File: src/rtl/imm_extend_pipe_pkg.sv
// Shared encodings for the pipelined immediate extender: extension modes and
// the skid-buffer occupancy states.
package imm_extend_pipe_pkg;

    typedef enum logic [1:0] {
        MODE_SEXT     = 2'b00,
        MODE_ZEXT     = 2'b01,
        MODE_SEXT_SHL = 2'b10,
        MODE_RSVD     = 2'b11
    } ImmMode_t;

    typedef enum logic [1:0] {
        ST_EMPTY = 2'b00,
        ST_ONE   = 2'b01,
        ST_FULL  = 2'b10
    } PipeState_t;

endpackage

File: src/rtl/imm_extend_core.sv
// Purely combinational IN_W -> OUT_W immediate extender with selectable mode.
// Reserved mode yields zero data and raises err.
module imm_extend_core
    import imm_extend_pipe_pkg::*;
#(
    parameter int IN_W  = 2,
    parameter int OUT_W = 8,
    parameter int SHAMT = 1
) (
    input  logic [IN_W-1:0]  imm,
    input  logic [1:0]       mode,
    output logic [OUT_W-1:0] data,
    output logic             err
);

    // Bits above the immediate; 64-bit math keeps IN_W == 32 from overflowing.
    localparam logic [OUT_W-1:0] UPPER_MASK = ~OUT_W'((64'd1 << IN_W) - 64'd1);

    logic [OUT_W-1:0] zextVal;
    logic [OUT_W-1:0] sextVal;

    always_comb begin
        zextVal = OUT_W'(imm);
        sextVal = zextVal | (imm[IN_W-1] ? UPPER_MASK : '0);
        data    = '0;
        err     = 1'b0;
        case (mode)
            MODE_SEXT:     data = sextVal;
            MODE_ZEXT:     data = zextVal;
            MODE_SEXT_SHL: data = sextVal << SHAMT;
            default:       err  = 1'b1;
        endcase
    end

endmodule

File: src/rtl/imm_extend_pipe.sv
// Pipelined immediate extender with valid/ready on both sides, a 2-entry
// (main + skid) output buffer, registered in_ready and a transfer counter.
module imm_extend_pipe
    import imm_extend_pipe_pkg::*;
#(
    parameter int IN_W  = 2,
    parameter int OUT_W = 8,
    parameter int SHAMT = 1,
    parameter int CNT_W = 8
) (
    input  logic             clk,
    input  logic             rst_n,
    input  logic             in_valid,
    output logic             in_ready,
    input  logic [IN_W-1:0]  in_imm,
    input  logic [1:0]       in_mode,
    output logic             out_valid,
    input  logic             out_ready,
    output logic [OUT_W-1:0] out_data,
    output logic             out_err,
    output logic [CNT_W-1:0] xfer_cnt
);

    if (IN_W < 1 || IN_W > OUT_W) begin : gBadInW
        $error("imm_extend_pipe: IN_W must be in 1..OUT_W");
    end
    if (SHAMT < 0 || SHAMT >= OUT_W) begin : gBadShamt
        $error("imm_extend_pipe: SHAMT must be in 0..OUT_W-1");
    end
    if (OUT_W > 32) begin : gBadOutW
        $error("imm_extend_pipe: OUT_W must not exceed 32");
    end

    PipeState_t       state;
    PipeState_t       nextState;
    logic [OUT_W-1:0] extData;
    logic             extErr;
    logic [OUT_W-1:0] skidData;
    logic             skidErr;
    logic             accept;
    logic             drain;
    logic             loadMainIn;
    logic             loadMainSkid;
    logic             loadSkid;

    imm_extend_core #(
        .IN_W  (IN_W),
        .OUT_W (OUT_W),
        .SHAMT (SHAMT)
    ) uCore (
        .imm  (in_imm),
        .mode (in_mode),
        .data (extData),
        .err  (extErr)
    );

    assign accept    = in_valid & in_ready;
    assign out_valid = (state != ST_EMPTY);
    assign drain     = out_valid & out_ready;

    always_comb begin
        nextState    = state;
        loadMainIn   = 1'b0;
        loadMainSkid = 1'b0;
        loadSkid     = 1'b0;
        case (state)
            ST_EMPTY: begin
                if (accept) begin
                    nextState  = ST_ONE;
                    loadMainIn = 1'b1;
                end
            end
            ST_ONE: begin
                if (accept && drain) begin
                    loadMainIn = 1'b1;
                end else if (accept) begin
                    nextState = ST_FULL;
                    loadSkid  = 1'b1;
                end else if (drain) begin
                    nextState = ST_EMPTY;
                end
            end
            ST_FULL: begin
                if (drain) begin
                    nextState    = ST_ONE;
                    loadMainSkid = 1'b1;
                end
            end
            default: nextState = ST_EMPTY;
        endcase
    end

    // in_ready is registered from the next state so it never depends on out_ready.
    always_ff @(posedge clk or negedge rst_n) begin
        if (!rst_n) begin
            state    <= ST_EMPTY;
            in_ready <= 1'b1;
        end else begin
            state    <= nextState;
            in_ready <= (nextState != ST_FULL);
        end
    end

    always_ff @(posedge clk or negedge rst_n) begin
        if (!rst_n) begin
            out_data <= '0;
            out_err  <= 1'b0;
            skidData <= '0;
            skidErr  <= 1'b0;
        end else begin
            if (loadMainIn) begin
                out_data <= extData;
                out_err  <= extErr;
            end else if (loadMainSkid) begin
                out_data <= skidData;
                out_err  <= skidErr;
            end
            if (loadSkid) begin
                skidData <= extData;
                skidErr  <= extErr;
            end
        end
    end

    always_ff @(posedge clk or negedge rst_n) begin
        if (!rst_n) begin
            xfer_cnt <= '0;
        end else if (drain) begin
            xfer_cnt <= xfer_cnt + CNT_W'(1);
        end
    end

endmodule

File: config.mk
export PLATFORM = sky130hd
export DESIGN_NAME = imm_extend_pipe
export DESIGN_NICKNAME = d
export VERILOG_FILES = /design/src/rtl/imm_extend_pipe_pkg.sv /design/src/rtl/imm_extend_core.sv /design/src/rtl/imm_extend_pipe.sv
export SDC_FILE = /design/constraint.sdc
export NUM_CORES = 1
export LEC_CHECK = 0
export BUFFER_PORTS_ARGS = -buffer_cell sky130_fd_sc_hd__buf_4
export CAP_MARGIN = 20
export CORE_MARGIN = 10
export CORE_UTILIZATION = 25
export CTS_CLUSTER_DIAMETER = 200
export DETAILED_ROUTE_END_ITERATION = 8
export PLACE_DENSITY = 0.47
export RECOVER_POWER = 25
export SYNTH_ARGS = -nofsm -noshare
export SYNTH_HDL_FRONTEND = slang
export SYNTH_HIERARCHICAL = 1
export SYNTH_SLANG_ARGS = --single-unit
export TNS_END_PERCENT = 30
File: constraint.sdc
create_clock -name clk -period 2.1 [get_ports clk]
set_input_delay 0.105 -clock clk [delete_from_list [all_inputs] [get_ports clk]]
set_output_delay 0.105 -clock clk [all_outputs]
set_load 0.02 [all_outputs]
# Word level (Yosys, flattened, before mapping)
# Index checks and enable logic that the tools add are counted.
[op_classes] n_div=0 order_cmp=0 mux=20 n_reduce_logical=6 mul=0 bitwise=3 n_addsub=1 shifts=0 eq_ne=5
[op_table] op="2-to-1 mux 8 bit" n=3
[op_table] op="case mux 8 bit (3 select lines)" n=1
[op_table] op="2-to-1 mux 2 bit" n=5
[op_table] op="2-to-1 mux 1 bit" n=9
[op_table] op="adder 8 x 1 -> 8 bit (second input constant)" n=1
[op_table] op="OR 2 x 8 -> 8 bit" n=1
[op_table] op="case mux 2 bit (3 select lines)" n=1
[op_table] op="== test 2 x 1 -> 1 bit (second input constant)" n=2
[op_table] op="== test 2 bit (second input constant)" n=2
[op_table] op="logical NOT 2 bit" n=2
[op_table] op="nonzero test 2 bit" n=2
[op_table] op="OR reduction 3 bit" n=1
[op_table] op="AND 1 bit" n=2
[op_table] op="inequality test 2 bit (second input constant)" n=1
[op_table] op="case mux 1 bit (2 select lines)" n=1
[op_table] op="logical AND 1 bit" n=1
[totals] ram_bits=0 wordCells=42 reg_bits=29 out_inout_bits=19 in_bits=8 n_memories=0 latchBits=0 romBits=0

# Longest topological paths before layout
# Gate-level depths: netlist of run 1.
[logic_depth] ltp_word=7 depth_mapped=5 ltp_nobuf=3

# By module
# Netlist of run 1, hierarchy kept.
[by_module_without_submodules] module="imm_extend_pipe" seq_area_each_um2=726.9 instances=1 area_per_inst_um2=1276.2 cells_per_inst=95
[by_module_without_submodules] module="imm_extend_core" seq_area_each_um2=0.0 instances=1 area_per_inst_um2=71.3 cells_per_inst=11

# Worst setup path after synthesis of run 1
# Ideal clock, no wire load.
[synth_path] path_type="flip-flop to flip-flop" start="register in_ready" end="register skidData[1]" path_stages_with_launch=5 setup_slack_ns=0.512 n_path_buf=1 required_ns=1.975 arrival_ns=1.463 path_cell_list="dfstp_2 nand3b_1 nor3b_2 buf_2 mux2_2"
[synth_via] elab_chain_len=4
[synth_rtl] item="start, declared" line="imm_extend_pipe.sv:14" rtl="output logic in_ready,"
[synth_rtl] item="start signal, assigned" line="imm_extend_pipe.sv:100" rtl="in_ready <= (nextState != ST_FULL);"
[synth_rtl] item="AND 1 bit (*)" line="imm_extend_pipe.sv:57" rtl="assign accept = in_valid & in_ready;"
[synth_rtl] item="2-to-1 mux 1 bit or logical AND 1 bit (tied branches)" line="imm_extend_pipe.sv:76, imm_extend_pipe.sv:74"
[synth_rtl] item="2-to-1 mux 1 bit (*)" line="imm_extend_pipe.sv:74" rtl="if (accept && drain) begin"
[synth_rtl] item="2-to-1 mux 1 bit (*)" line="imm_extend_pipe.sv:66" rtl="case (state)"
[synth_rtl] item="end signal, assigned" line="imm_extend_pipe.sv:119" rtl="skidData <= extData;"
[synth_rtl] item="end, declared" line="imm_extend_pipe.sv:38" rtl="logic [OUT_W-1:0] skidData;"
# Every way passes the cells marked *; elsewhere a longest branch is shown, timed or not.
# A chain may end at the register's enable or synchronous reset.

# Worst setup path after layout of run 1
# Ends and elaborated chain as after synthesis.

==> flow_summary.ini, run 1 <==
[run_status]
run_status = completed

[setup_path]
ff2ff_path_depth = 4
critPathMaxFanout = 9
critical_path.endpoint_type = flop
crit_path_start_kind = flop
arrival_ns = 1.74
path_class = flop to flop
cp.required_ns = 2.26

[route]
via_per_inst = 4.443
routed_wl_mm = 2.702
drt_iter0_markers = 20
vias = 902
routedWlPerCell_um = 13.31
drtPass1Iterations = 4
ant_nets = 0
remaining_drc_errors = 0

[layout]
final_area_mm2 = 0.001675
final_core_util = 0.3239
fin_cells = 203
multi_input_area_um2 = 545.5
layout.area.seq_um2 = 726.9
drive_gt1_frac = 0.3684
n_antenna_cell = 0
final_nets = 142
fillCellCount = 523
syn_to_final_growth_pct = 24.33

[die]
rows = 26
die-area_mm2 = 0.008726
die_y_um = 93.42
start_util = 0.2605
ioPinCount = 27
coreArea_mm2 = 0.005172
die_w_um = 93.42

[clock_network]
cts_setup_buffers = 0
cts_tree = done
cts.sinks = 29
path_clk_slew_ns = 0.06
cts-buffers-inserted = 5
insertion_delay_ns = 0.27
h-tree-depth = 2
clockBufferDepth = 2
root_buffer = clkbuf_8
cts_resized = 0
holdBufCountCts = 1

[job]
max_cap_viol_count = 0

[sta]
final.min_clock_period_ns = 1.589
max_slew_margin = 0.5213
post-route-period-util = 0.7565
layout_setup_ws_ns = 0.5113
fin_skew_ns = 0.001494
timing.fmax_mhz = 629.4
fin_setup_tns_ns = 0
slew_viol_final = 0
finalHoldViolCount = 0
worstMarginPinSlew_ns = 0.7154
rsz0062_at_grt = no
setup_viol = 0

[global_route]
grt_overflow = 0
grt_usage = 0.06700
grt_pass1_wl_mm = 4.422
antenna_found_initial = 0
grt_max_degree = 30
grt_pass1_vias = 928

[synth]
synth_area_mm2 = 0.001348
syn_nets = 115
syn_inst = 106
ys_seq_area_frac = 0.5395
synth_seq_cells = 29
ys_warn_count = 6
avgSynthCellArea_um2 = 12.71
synth.distinct_cells = 31

[hold_path]
hp-class = input port to flop
holdPathStages = 2

[placed_design]
port_buffers = 26
place_congestion = 0.6900
placed_area_mm2 = 0.001582
dp_slack_ns = 0.5105
dp_cells = 195

[power_and_ir_drop]
leakage_nw = 0.7775
ir_worst_vdd_mv = 0.6371
cellPowerDensity_mw_per_mm2 = 1328
==> kinds of logic (layout without fill, tap and decap cells) <==
kind of cell,after synthesis,after routing,share of synthesized area
buffers and inverters,12,39,0.05571
AOI/OAI and AO/OA,15,15,0.1142
and+or+nand+nor,30,30,0.1365
adders and majority gates,1,1,0.009284
xor gates and xnor gates,7,7,0.04550
muxes,12,12,0.09935
DFF,29,29,0.5395
==> stage by stage <==
step	power (W)	hold WS, ns
after floorplan	0.001453	-0.1906
after global placement	0.001794	0.04378
after detailed placement	0.001804	0.05518
after CTS	0.002268	0.05170
after global routing	0.002380	0.07019
final	0.002225	0.05939
==> sequential cells by signal, indices dropped and copies added (netlist names) <==
register	flops
in_ready	1
out_data	8
out_err	1
skidData	8
skidErr	1
state	2
xfer_cnt	8
==> power breakdown <==
part | internal [W] | total, W | leakage (nW) | switching (W)
Sequential | 0.000772 | 0.000944 | 0.372 | 0.000173
Clock | 0.000259 | 0.000449 | 0.0443 | 0.000190
Combinational | 0.000421 | 0.000832 | 0.361 | 0.000411
Total | 0.00145 | 0.00222 | 0.777 | 0.000773
==> routing by layer <==
metal	share of wire	vias to the layer above	global-route usage
met5	0	-	0
met4	0.020	0	0.03856
met3	0.082	9	0.03837
met2	0.47	24	0.1009
met1	0.42	437	0.07203
li1	-	432	-
==> critical path, stage by stage, from the launching register on <==
cell and delay, ns:
dfstp_2 0.58, nand3b_1 0.16, nor3b_2 0.18, buf_4 0.20, mux2_2 0.35
==> cell usage in the layout (no fill, tap or decap) <==
cell,instances
a21boi_0,1
a221o_1,9
a311oi_4,1
and2_1,9
and2_2,1
and3_1,1
and3b_1,1
and4b_1,1
buf_4,27
clkbuf_1,1
clkbuf_2,1
clkbuf_8,6
dfrtp_1,28
dfstp_2,1
dlygate4sd3_1,1
ha_1,1
inv_1,3
mux2_1,1
mux2_2,10
mux2i_1,1
nand2_1,4
nand3b_1,2
nand4_1,3
nor2_1,4
nor2b_1,2
nor3b_2,1
o2111a_1,1
o21a_1,1
o21ai_0,1
o22ai_1,1
or2_2,1
xnor2_1,6
xor2_1,1
==> final timing paths <==
kind | slack (ns) | end | startpoint
setup / recovery | 0.51 | skidData[1] | in_ready
setup reg to reg | 0.51 | skidData[1] | in_ready
hold / removal | 0.06 | state[1] | out_ready
max in group asynchronous | 1.22 | xfer_cnt[2] | rst_n
hold reg to reg | 0.49 | skidData[0] | skidData[0]
min in group asynchronous | 0.42 | out_data[0] | rst_n
==> area by class of cell <==
type	count	share of cell area
sequential	29	0.4339
multi-input combinational	65	0.3256
tap	70	0.05228
clock buffer	7	0.05153
inverter	3	0.006721
timing repair buffer	29	0.1299
==> synth_stat cells (all sizes together) <==
cell type,count,share of area
inv,3,0.0084
dfrtp,28,0.52
mux2,11,0.092
xor2,1,0.0065
o2111a,1,0.0084
buf,9,0.047
a221o,9,0.067
a311oi,1,0.020
and3,1,0.0046
ha,1,0.0093
nor2b,2,0.0093
o21a,1,0.0056
and3b,1,0.0065
nand3b,2,0.011
nand4,3,0.014
nand2,4,0.011
mux2i,1,0.0074
o22ai,1,0.0046
and4b,1,0.0074
o21ai,1,0.0037
nor3b,1,0.0093
a21boi,1,0.0056
dfstp,1,0.020
and2,10,0.047
xnor2,6,0.039
or2,1,0.0046
nor2,4,0.011
No activity file was read; power rests on OpenSTA's default activity.
==> run 2, diff against run 1 <==
- clock period: 2.1 -> 1.5 ns (I/O delays scaled with it)
==> run 2 against run 1 <==
Effect of this change: the run now ends with negative setup slack left; register-to-register slack got worse by 0.52 ns; clock skew up 0.0020 ns; critical endpoint is now skidData[5]; first-iteration DRC count is 5.0% lower; worst hold slack lost 0.031 ns; cell count up 3.0%; clock-buffer cell count is the same; core utilization increased by 1.0 points; combinational power up 51%; largest cell class unchanged.
==> flow_summary.ini, run 2 (synthesis results as in run 1) <==
[clock_network]
clockBufferDepth = 2
root_buffer = clkbuf_8
cts_tree = done
path_clk_slew_ns = 0.06
cts_setup_buffers = 0
insertion_delay_ns = 0.27
cts.sinks = 29
h-tree-depth = 2
cts-buffers-inserted = 5

[power_and_ir_drop]
totalPowerFinal_w = 0.003183
ir_worst_vdd_mv = 0.8126
cellPowerDensity_mw_per_mm2 = 1842
leakage_nw = 0.8062

[global_route]
grt_pass1_wl_mm = 4.754
antenna_found_initial = 0
grt_max_degree = 30
grt_pass1_vias = 947
grt_usage = 0.07014
grt_overflow = 0

[layout]
n_antenna_cell = 0
drive_gt1_frac = 0.4101
final_nets = 148
multi_input_area_um2 = 548.0
fin_cells = 209
final_area_mm2 = 0.001728
final_cell_mix = 32 x buf_4, 27 x dfrtp_1, 10 x mux2_2, 9 x and2_1, 9 x a221o_1
layout.area.seq_um2 = 728.2
reg_top3 = out_data (8), skidData (8), xfer_cnt (8)
fillCellCount = 517
final_core_util = 0.3341
syn_to_final_growth_pct = 28.23
final_common_cell = buf_4

[route]
drtPass1Iterations = 4
drt_iter0_markers = 19
via_per_inst = 4.364
routed_wl_mm = 2.807
remaining_drc_errors = 0
vias = 912
ant_nets = 0
routedWlPerCell_um = 13.43

[placed_design]
dp.final_hpwl_mm = 2.087
place_congestion = 0.7042
port_buffers = 26
dp_cells = 201
placed_area_mm2 = 0.001627

[setup_path]
path_class = flop to flop
ff2ff_path_depth = 4
slowest_delay_ns = 0.45
critPathSlowestCell = dfrtp_2
crit_path_start_kind = flop
critical_path.cell_chain = nand3b_1 -> nor3b_2 -> buf_6 -> mux2_2
arrival_ns = 1.66
crit-reg2reg-launch = state[1]
cp.required_ns = 1.66
crit_start = state[1]
critical_path.endpoint_type = flop
critPathMaxFanout = 9

[sta]
fin_setup_tns_ns = -0.003947
fin_skew_ns = 0.003490
finalHoldViolCount = 0
layout_setup_ws_ns = -0.003947
rsz0062_at_grt = yes
max_slew_margin = 0.5116
timing.fmax_mhz = 664.9
post-route-period-util = 1.003
final.min_clock_period_ns = 1.504
slew_viol_final = 0
worstMarginPinSlew_ns = 0.7325
setup_viol = 1

[die]
ioPinCount = 27
coreArea_mm2 = 0.005172
die-area_mm2 = 0.008726
die_y_um = 93.42
start_util = 0.2605
die_w_um = 93.42
rows = 26

[hold_path]
hold_start = out_ready
hp-class = input port to flop
holdPathStages = 2

[run_status]
violations = negative setup slack
run_status = finished, violations left

[job]
max_cap_viol_count = 0
run 2: metrics by stage:
stage          hold slack [ns]  worst slack (ns)
2_1_floorplan          -0.2206          -0.04725
3_3_place_gp           0.01893          -0.07744
3_5_place_dp           0.02400           -0.1747
4_1_cts                0.02255          -0.02181
5_1_grt                0.02871          -0.07445
6_report               0.02846         -0.003947
run 2: repair_timing:
action	CTS	global route
endpoints found under the hold margin	28	0
pin swaps	0	3
setup endpoints to repair	18	18
hold buffers	1	0
resized for setup	3	0
run 2: area by class of cell:
class	count	area share
flip-flops and latches	29	0.4214
multi-input cells	65	0.3172
repair buffers	35	0.1542
well taps	70	0.05069
clock buffers	7	0.04996
inverters	3	0.006517
run 2: power breakdown:
group / internal [W] / switching [W] / total (W)
clock network: 0.000363 / 0.000268 / 0.000631
logic: 0.000641 / 0.000614 / 0.00126
registers: 0.00108 / 0.000216 / 0.00130
run 2: final timing paths:
path | slack (ns) | to
worst max-delay path | -0.004 | skidData[5]
worst min-delay path | 0.03 | state[1]
worst max register to register | -0.004 | skidData[5]
max in group asynchronous | 0.60 | state[1]
worst min register to register | 0.49 | skidData[0]
min in group asynchronous | 0.39 | out_data[1]
run 2: critical path: cells and delay by family (launching register included):
kind                   cells  cell delay [ns]
and+or+nand+nor            2             0.43
buffers and inverters      1             0.17
muxes                      1             0.34
DFF                        1             0.45
run 2: metal layers:
metal  global-route usage  share of wire
met1              0.07627           0.43
met2               0.1090           0.47
met3              0.03757          0.080
met4              0.03470          0.018
met5                    0              0
